`src/rtl/omem_drain_unit_pkg.sv`:
```
// ---------------------------------------------------------------------------
// omem_drain_unit_pkg
// Shared constants and types for the OMEM drain unit.
//
// Build option:
//   OMEM_DRAIN_FULL_ADDR_EN - when defined, each FIFO entry keeps the full
//   96-bit OMEM address and streams as 6 beats (ADDR_X, ADDR_Y, ADDR_Z,
//   X, Y, Z). When undefined, only Address[31:0] is kept and each entry
//   streams as 4 beats (ADDR, X, Y, Z).
// ---------------------------------------------------------------------------
package omem_drain_unit_pkg;

    localparam int OMEM_WORD_WIDTH = 32;
    localparam int OMEM_ROW_WIDTH  = 3 * OMEM_WORD_WIDTH;

`ifdef OMEM_DRAIN_FULL_ADDR_EN
    localparam int OMEM_BEATS_PER_ENTRY = 6;
    localparam int OMEM_ADDR_KEEP_WIDTH = OMEM_ROW_WIDTH;

    typedef enum logic [2:0] {
        BEAT_ADDR_X = 3'd0,
        BEAT_ADDR_Y = 3'd1,
        BEAT_ADDR_Z = 3'd2,
        BEAT_X      = 3'd3,
        BEAT_Y      = 3'd4,
        BEAT_Z      = 3'd5
    } beatIndexT;

    localparam beatIndexT BEAT_FIRST = BEAT_ADDR_X;
`else
    localparam int OMEM_BEATS_PER_ENTRY = 4;
    localparam int OMEM_ADDR_KEEP_WIDTH = OMEM_WORD_WIDTH;

    typedef enum logic [1:0] {
        BEAT_ADDR = 2'd0,
        BEAT_X    = 2'd1,
        BEAT_Y    = 2'd2,
        BEAT_Z    = 2'd3
    } beatIndexT;

    localparam beatIndexT BEAT_FIRST = BEAT_ADDR;
`endif

    localparam beatIndexT BEAT_LAST = BEAT_Z;

    // Entry layout: {kept address bits, Data[95:0]}
    localparam int OMEM_ENTRY_WIDTH = OMEM_ADDR_KEEP_WIDTH + OMEM_ROW_WIDTH;

endpackage

```
`src/rtl/omem_drain_unit_fifo.sv`:
```
// ---------------------------------------------------------------------------
// omem_drain_fifo
// Generic synchronous FIFO with a combinational head read.
//
// Ports:
//   Clock, Reset   - clock and synchronous active-high reset
//   push, din      - write din at the clock edge (caller guarantees room,
//                    or a pop in the same cycle when full)
//   pop            - retire the head entry (ignored while empty)
//   dout           - current head entry
//   full, empty    - occupancy flags
//   count          - number of stored entries (0..DEPTH)
//
// Pointers carry one extra wrap bit so full and empty are distinguishable
// without a separate counter.
// ---------------------------------------------------------------------------
module omem_drain_fifo #(
    parameter int WIDTH = 128,
    parameter int DEPTH = 8
) (
    input  logic                     Clock,
    input  logic                     Reset,
    input  logic                     push,
    input  logic                     pop,
    input  logic [WIDTH-1:0]         din,
    output logic [WIDTH-1:0]         dout,
    output logic                     full,
    output logic                     empty,
    output logic [$clog2(DEPTH):0]   count
);

    localparam int AW = $clog2(DEPTH);

    logic [WIDTH-1:0] mem [DEPTH];
    logic [AW:0]      wrPtr;
    logic [AW:0]      rdPtr;
    logic             doPop;

    assign doPop = pop && !empty;

    // Storage has no reset; only the pointers define which slots are live.
    always_ff @(posedge Clock) begin
        if (push) begin
            mem[wrPtr[AW-1:0]] <= din;
        end
    end

    // Pointer update; a push and a pop in the same cycle move both pointers,
    // which is what keeps the count unchanged when full.
    always_ff @(posedge Clock) begin
        if (Reset) begin
            wrPtr <= '0;
            rdPtr <= '0;
        end else begin
            if (push) begin
                wrPtr <= wrPtr + 1'b1;
            end
            if (doPop) begin
                rdPtr <= rdPtr + 1'b1;
            end
        end
    end

    assign dout  = mem[rdPtr[AW-1:0]];
    assign empty = (wrPtr == rdPtr);
    assign full  = (wrPtr[AW] != rdPtr[AW]) && (wrPtr[AW-1:0] == rdPtr[AW-1:0]);
    assign count = wrPtr - rdPtr;

endmodule

```
`src/rtl/omem_drain_unit.sv`:
```
// ---------------------------------------------------------------------------
// omem_drain_unit
// Captures every OMEM write from the execution unit into a FIFO and
// serialises each entry onto a 32-bit valid/ready stream. The core cannot
// be stalled, so writes arriving while the FIFO is full are dropped and
// counted in a saturating counter.
//
// Ports:
//   Clock, Reset        - clock, synchronous active-high reset
//   iOMEMWriteAddress   - OMEM address row (X,Y,Z words)
//   iOMEMWriteData      - OMEM data row (X,Y,Z words)
//   iOMEMWriteEnable    - one entry captured per high cycle
//   oStreamData         - current beat (0 while empty)
//   oStreamValid        - beat valid (FIFO not empty)
//   iStreamReady        - sink accepts the beat on Valid & Ready
//   oStreamLast         - final beat of an entry
//   oFull, oEmpty       - FIFO occupancy flags
//   oOverflowCount      - saturating count of dropped writes
//
// Build option: OMEM_DRAIN_FULL_ADDR_EN (see omem_drain_unit_pkg).
// ---------------------------------------------------------------------------
module omem_drain_unit
    import omem_drain_unit_pkg::*;
#(
    parameter int DATA_ROW_WIDTH = 96,
    parameter int WORD_WIDTH     = 32,
    parameter int FIFO_DEPTH     = 8,
    parameter int OVF_CNT_WIDTH  = 16
) (
    input  logic                      Clock,
    input  logic                      Reset,
    input  logic [DATA_ROW_WIDTH-1:0] iOMEMWriteAddress,
    input  logic [DATA_ROW_WIDTH-1:0] iOMEMWriteData,
    input  logic                      iOMEMWriteEnable,
    output logic [WORD_WIDTH-1:0]     oStreamData,
    output logic                      oStreamValid,
    input  logic                      iStreamReady,
    output logic                      oStreamLast,
    output logic                      oFull,
    output logic                      oEmpty,
    output logic [OVF_CNT_WIDTH-1:0]  oOverflowCount
);

    logic [OMEM_ENTRY_WIDTH-1:0]   entryIn;
    logic [OMEM_ENTRY_WIDTH-1:0]   headEntry;
    logic                          fifoFull;
    logic                          fifoEmpty;
    logic [$clog2(FIFO_DEPTH):0]   unusedFifoCount;
    logic                          handshake;
    logic                          popEntry;
    logic                          pushEntry;
    logic                          dropEntry;
    beatIndexT                     beat;
    beatIndexT                     beatNext;
    logic [WORD_WIDTH-1:0]         beatWord;
    logic [OVF_CNT_WIDTH-1:0]      ovfCount;

`ifdef OMEM_DRAIN_FULL_ADDR_EN
    assign entryIn = {iOMEMWriteAddress, iOMEMWriteData};
`else
    logic unusedAddrHi;
    assign entryIn      = {iOMEMWriteAddress[OMEM_WORD_WIDTH-1:0], iOMEMWriteData};
    assign unusedAddrHi = ^iOMEMWriteAddress[DATA_ROW_WIDTH-1:OMEM_WORD_WIDTH];
`endif

    // The entry pops on the handshake of its last beat; a write in that same
    // cycle takes the freed slot, so a full FIFO only drops when not popping.
    assign handshake = !fifoEmpty && iStreamReady;
    assign popEntry  = handshake && (beat == BEAT_LAST);
    assign pushEntry = iOMEMWriteEnable && (!fifoFull || popEntry);
    assign dropEntry = iOMEMWriteEnable && fifoFull && !popEntry;

    omem_drain_fifo #(
        .WIDTH (OMEM_ENTRY_WIDTH),
        .DEPTH (FIFO_DEPTH)
    ) uFifo (
        .Clock (Clock),
        .Reset (Reset),
        .push  (pushEntry),
        .pop   (popEntry),
        .din   (entryIn),
        .dout  (headEntry),
        .full  (fifoFull),
        .empty (fifoEmpty),
        .count (unusedFifoCount)
    );

    // Beat counter register; reset discards any partially sent entry.
    always_ff @(posedge Clock) begin
        if (Reset) begin
            beat <= BEAT_FIRST;
        end else begin
            beat <= beatNext;
        end
    end

    // Beat counter only moves on a handshake, wrapping after the Z word.
    always_comb begin
        beatNext = beat;
        if (handshake) begin
            if (beat == BEAT_LAST) begin
                beatNext = BEAT_FIRST;
            end else begin
                beatNext = beatIndexT'(beat + 1'b1);
            end
        end
    end

    // Select the head-entry word for the current beat; zero while empty.
    always_comb begin
        beatWord = '0;
        if (!fifoEmpty) begin
            case (beat)
`ifdef OMEM_DRAIN_FULL_ADDR_EN
                BEAT_ADDR_X: beatWord = headEntry[191:160];
                BEAT_ADDR_Y: beatWord = headEntry[159:128];
                BEAT_ADDR_Z: beatWord = headEntry[127:96];
`else
                BEAT_ADDR:   beatWord = headEntry[127:96];
`endif
                BEAT_X:      beatWord = headEntry[95:64];
                BEAT_Y:      beatWord = headEntry[63:32];
                BEAT_Z:      beatWord = headEntry[31:0];
                default:     beatWord = '0;
            endcase
        end
    end

    // Dropped-write counter sticks at all-ones instead of wrapping.
    always_ff @(posedge Clock) begin
        if (Reset) begin
            ovfCount <= '0;
        end else if (dropEntry && (ovfCount != '1)) begin
            ovfCount <= ovfCount + 1'b1;
        end
    end

    assign oStreamData    = beatWord;
    assign oStreamValid   = !fifoEmpty;
    assign oStreamLast    = !fifoEmpty && (beat == BEAT_LAST);
    assign oFull          = fifoFull;
    assign oEmpty         = fifoEmpty;
    assign oOverflowCount = ovfCount;

endmodule

```
`config.mk`:
```
export PLATFORM = sky130hd
export DESIGN_NAME = omem_drain_unit
export DESIGN_NICKNAME = d
export VERILOG_FILES = /design/src/rtl/omem_drain_unit_pkg.sv /design/src/rtl/omem_drain_unit_fifo.sv /design/src/rtl/omem_drain_unit.sv
export SDC_FILE = /design/constraint.sdc
export NUM_CORES = 1
export LEC_CHECK = 0
export ABC_AREA = 1
export ABC_CLOCK_PERIOD_IN_PS = 7150
export BUFFER_PORTS_ARGS = -buffer_cell sky130_fd_sc_hd__buf_4
export CELL_PAD_IN_SITES_DETAIL_PLACEMENT = 1
export CELL_PAD_IN_SITES_GLOBAL_PLACEMENT = 2
export CORE_ASPECT_RATIO = 0.7
export CORE_UTILIZATION = 38
export CTS_CLUSTER_DIAMETER = 120
export DETAILED_ROUTE_END_ITERATION = 16
export PLACE_DENSITY_LB_ADDON = 0.1
export SLEW_MARGIN = 20
export SYNTH_ARGS = -nofsm -noshare
export SYNTH_HDL_FRONTEND = slang
export SYNTH_SLANG_ARGS = --single-unit
```
`constraint.sdc`:
```
create_clock -name Clock -period 7.15 [get_ports Clock]
set_clock_uncertainty 0.05 [all_clocks]
set_input_delay 0 -clock Clock [delete_from_list [all_inputs] [get_ports Clock]]
set_output_delay 0 -clock Clock [all_outputs]
set_load 0.02 [all_outputs]
```
======== Word-level counts from Yosys, hierarchy flattened ========
Memories as Yosys holds them, arrays and structs flattened. A register that Yosys moved wholly into a read port is not among the register bits.
Index checks and enable logic that the tools add are counted.
storage, ports and cells
  RAM bits ................................ 1024
  flip-flop bits (word level) ............. 26
  ROM bits ................................ 0
  memories kept ........................... 1
  output and inout bits ................... 52
  bits of input ports ..................... 196
  logic and storage cells ................. 37
  bits in latches ......................... 0
operators by class
  mux-type cells .......................... 7
  $mul .................................... 0
  add/sub/neg operators ................... 4
  shift operators ......................... 0
  reduce and logical (&&, ||, !) cells .... 14
  equal/unequal tests ..................... 7
  order comparisons ....................... 0
  bitwise gates (word level) .............. 0
  divide/modulo/power cells ............... 0
memory list
  memory     words  width  read ports  clocked after Yosys merged registers in  wr ports  RTL line                    text
  uFifo.mem  8      128    1           1                                        1         omem_drain_unit_fifo.sv:34  logic [WIDTH-1:0] mem [DEPTH];
operator list
  cell                                           count
  case mux 32 bit (4 select lines)               1
  2-to-1 mux 32 bit                              1
  adder 16 x 1 -> 16 bit, second input constant  1
  != test 16 bit, second input constant          1
  logical AND 1 bit                              9
  adder 4 x 1 -> 4 bit, second input constant    2
  2-to-1 mux 3 bit                               2
  == test 2 bit, second input constant           2
  == test 4 bit                                  1
  == test 3 bit                                  1
  zero test 1 bit                                3
  adder 2 x 1 -> 2 bit, second input constant    1
  == test 2 x 1 -> 1 bit, second input constant  1
  zero test 2 bit                                1
  2-to-1 mux 1 bit                               2
  2-to-1 mux 2 bit                               1
  logical OR 1 bit                               1
  != test 1 bit                                  1

======== Longest topological paths before layout ========
  word-level depth ........................ 8
  gate-level depth with buffers ........... 13
  depth with buffers taken out ............ 10

======== Modules after synthesis ========
From an unflattened synthesis, not the netlist that was laid out.
second synthesis, totals
  cells, all modules ...................... 3595
  area total of the unflattened synthesis .. 42512.0 um^2
by module, submodules not included
  module           instances  cells an instance  seq. area each (um^2)  area an instance (um^2)
  omem_drain_fifo  1          3232               30969.7                40533.9
  omem_drain_unit  1          363                360.3                  1978.1

======== Worst setup path before layout ========
No wires, ideal clock.
  kind .................................... flip-flop to flip-flop
  start ................................... register beat[0]
  end ..................................... memory uFifo.mem[1][0], enable pin
  data arrival time ....................... 6.655 ns
  cell stages (with the launch flop) ...... 9
  setup slack ............................. -0.172 ns
  data required time ...................... 6.483 ns
  buffers on the path ..................... 1
  setup time .............................. 0.617 ns
  clock period less this slack ............ 7.322 ns
  path through ............................ dfxtp_1 ha_1 buf_2 inv_1 o2111ai_2 nand2_1 inv_1 nand2_1 nor2_1
between the ends
  cells in the longest elaborated chain, start to end .. 6
ends and longest elaborated chain
  element                                 RTL line                    text
  start: declaration                      omem_drain_unit.sv:53       beatIndexT beat;
  start signal: assignment                omem_drain_unit.sv:93       beat <= beatNext;
  == test 2 bit                           omem_drain_unit.sv:69       assign popEntry = handshake && (beat == BEAT_LAST);
  logical AND 1 bit                       omem_drain_unit.sv:69
  logical OR 1 bit                        omem_drain_unit.sv:70       assign pushEntry = iOMEMWriteEnable && (!fifoFull || popEntry);
  logical AND 1 bit                       omem_drain_unit.sv:70
  2-to-1 mux 1 bit                        omem_drain_unit_fifo.sv:43  if (push) begin
  2-to-1 mux 1 bit (implied by the code)  omem_drain_unit_fifo.sv:44  mem[wrPtr[AW-1:0]] <= din;
  end: declaration                        omem_drain_unit_fifo.sv:34
No other way between the ends.

======== Worst setup path in the final report ========
  start ................................... register beat[0]
  end ..................................... memory uFifo.mem[2][45], enable pin
Same word-level chain as after synthesis.

==> out/summary.txt <==
max_cap viols -> 0
Switch Pwr -> 0.00301 W
CTS Buf Count -> 106
fmax -> 227 MHz
Worst-path clk slew -> 0.07 ns
DRC -> 0
Total GRT Usage -> 22.3%
PwrDens -> 266 nW/µm²
Hold Path Depth -> 2
Final setup viols -> 0
Setup CP Type -> reg2reg
grt ovf -> 0
Mapped Cells -> 3414
worst-margin pin slew -> 1.06 ns
initial core utilization -> 38.3%
Yosys cell types -> 32
asr flop ratio synth -> 0%
drt pass-1 iters -> 5
R2R Path End -> uFifo.mem[2][45]
IO Pins -> 248
antenna cell count -> 0
number of global-route vias before repair -> 29509
die area -> 113000 µm²
Hold Crit Endpoint -> uFifo.mem[3][7]
initial antenna violation count -> 3
final core occ -> 44.9%
register area share after synthesis -> 73.9%
Sw Share -> 22.7%
first-pass GRT wire length -> 186000 µm
Synth-to-Final Area Change -> 17.2%
status -> complete, no violations
Final Hold Fails -> 0
RSZ-0062 raised after global routing -> no
worst skew pair latency -> 0.68 ns
clk sinks -> 1053
maximum VDD drop -> 0.181 mV
Row Count -> 102
CP arrival -> 4.66 ns
layout cell share with drive strength beyond 1 -> 10.5%
Mapped Nets -> 3617
leakage -> 17.2 nW
max_slew headroom -> 29.2%
total vias in the final route -> 27911
CP endpoint kind -> flip-flop
core area -> 111000 µm²
Tot Pwr -> 0.0132 W
Worst R2R Path Depth -> 10
setup_tns -> 0 ns
final worst path period share -> 61.5%
HPWL after detailed placement -> 66800 µm
worst-path fanout max -> 89
largest area contributor in the netlist -> edfxtp_1
IO Port Bufs -> 183
post-synthesis cell area -> 42400 µm²
yosys warns -> 0
gpl congestion -> 0.767
final worst setup slack -> 2.75 ns
min-delay src -> iOMEMWriteData[7]
Syn Area/Cell -> 12.4 µm²
clock root cell -> clkbuf_16
WHS -> 0.0445 ns
Pins Over Slew Limit -> 0
crit path launch type -> flip-flop
initial DRC count -> 1736
Final min period -> 4.40 ns
register bit total from synthesis -> 1053
largest net degree at the start of global routing -> 207
Post-synth EDFFs -> 1024
ranking of synthesized cells by area -> edfxtp_1, nand2_1, nor2_1
combinational cell fraction of total power -> 6.9%
Hold Path Class -> in2reg
Clock Tree Buf Depth -> 3
CTS tree -> built
drt wl/cell -> 24.4 µm
die width -> 401 µm
Data required, critical path -> 7.41 ns
Top FF cell, synth -> edfxtp_1
Max H-tree Level -> 3
worst slack, placed -> 2.67 ns
die height -> 282 µm
nets -> 3882
Final ANT Viol Nets -> 0
Clock power frac -> 40.6%
r2r setup slk -> 2.75 ns
sequential share of power -> 52.5%
final WL -> 127000 µm
vias per cell -> 5.35
top cell type's share of synthesized area -> 72.5%
FF-to-FF Start -> beat[0]
P_int -> 0.0102 W
## metal layers
layer | wire length [µm] | vias up | GRT usage (%)
li1 | - | 12817 | -
met1 | 55600 | 14333 | 28.9
met2 | 62200 | 554 | 38.5
met3 | 6300 | 201 | 4.05
met4 | 3000 | 6 | 6.01
met5 | 33 | - | 0
## worst max path at each step
stage	from	to	slack (ns)
floorplan	beat[0]	uFifo.mem[1][0]	-0.17
detailed placement	beat[0]	uFifo.mem[0][99]	2.67
CTS	beat[0]	uFifo.mem[0][41]	2.65
global placement	beat[0]	uFifo.mem[2][45]	2.64
global route	beat[0]	uFifo.mem[2][57]	2.48
finish	beat[0]	uFifo.mem[2][45]	2.75
## state kept, by name, indices dropped and copies added, names as in the netlist, named ones only
signal,cells
oOverflowCount,16
uFifo.mem,1024
uFifo.rdPtr,4
uFifo.wrPtr,4
beat,2
## final cells by class
type                       instances  area, µm²
timing repair buffer             380       3410
tap                             1456       1820
clock inverter                    68        546
fill                           11369      60900
inverter                          25        120
sequential                      1053      31300
clock buffer                     126       2760
multi-input combinational       2113       9730
## through the flow
step / instance area (µm²) / instances
after CTS: 49700 / 5221
after global placement: 44800 / 4867
after floorplan: 42400 / 3414
after global routing: 49700 / 5221
final: 49700 / 5221
after detailed placement: 44800 / 4867
## what timing repair did
item / 4_1_cts / 5_1_grt
hold endpoints to repair: 1052 / 0
setup buffers: 0 / 0
gates resized for setup: 0 / 0
hold buffers: 160 / 0
## cell usage after synthesis (2+ instances only)
cell / number
o211ai_1: 128
xor2_1: 2
a22oi_1: 64
nand2_1: 673
buf_8: 5
ha_1: 7
nand3_2: 2
buf_2: 56
dfxtp_1: 29
o21ai_0: 158
clkbuf_1: 72
o21ai_1: 104
edfxtp_1: 1024
buf_4: 39
xnor2_1: 2
buf_6: 14
nor3_1: 2
nand3b_1: 2
nand3_1: 305
inv_1: 21
inv_2: 3
buf_12: 6
buf_1: 29
a21oi_1: 144
nor2_1: 516
## worst max-delay path, cell delays in order (launching register included)
cell	delay, ns
dfxtp_1	0.39
ha_1	0.16
buf_4	0.41
inv_1	0.14
o2111ai_2	0.69
nand2_1	0.15
inv_1	0.16
nand2_1	0.25
nor2_4	0.18
buf_12	0.55
buf_4	0.74
## power groups by stage
stage	registers [W]	clock network, W	logic (W)
after global routing	0.00696	0.00573	0.000982
after CTS	0.00696	0.00552	0.000922
after detailed placement	0.00709	0	0.000840
final	0.00696	0.00538	0.000910
after global placement	0.00708	0	0.000817
after floorplan	0.00711	0	0.000381
## kinds of logic after synthesis
kind of cell / after synthesis / synth area share (%)
fa+ha+maj: 7 / 0.206
compound gates: 599 / 8.22
flops: 1053 / 73.9
simple gates: 1503 / 14.3
xor+xnor: 4 / 0.0826
buf+inv: 248 / 3.34
## cell usage in the layout, fill, tap and decap left out, types with 3 or more instances in the layout
master	Yosys	final
clkbuf_16	0	107
o21ai_1	104	104
clkinv_2	0	25
dfxtp_1	29	26
clkinvlp_4	0	5
nand3_1	305	305
o21ai_0	158	158
a21oi_1	144	144
a22oi_1	64	64
nor2_1	516	509
inv_6	1	4
inv_2	3	3
buf_4	39	206
bufinv_16	0	8
clkbuf_1	72	18
dfxtp_4	0	3
inv_1	21	18
ha_1	7	6
clkinv_1	0	24
dlygate4sd3_1	0	160
nor2_4	0	7
nand2_1	673	673
buf_12	6	12
clkinv_4	0	3
edfxtp_1	1024	1024
o211ai_1	128	128
Note: power is estimated with default switching activity, not from simulation.
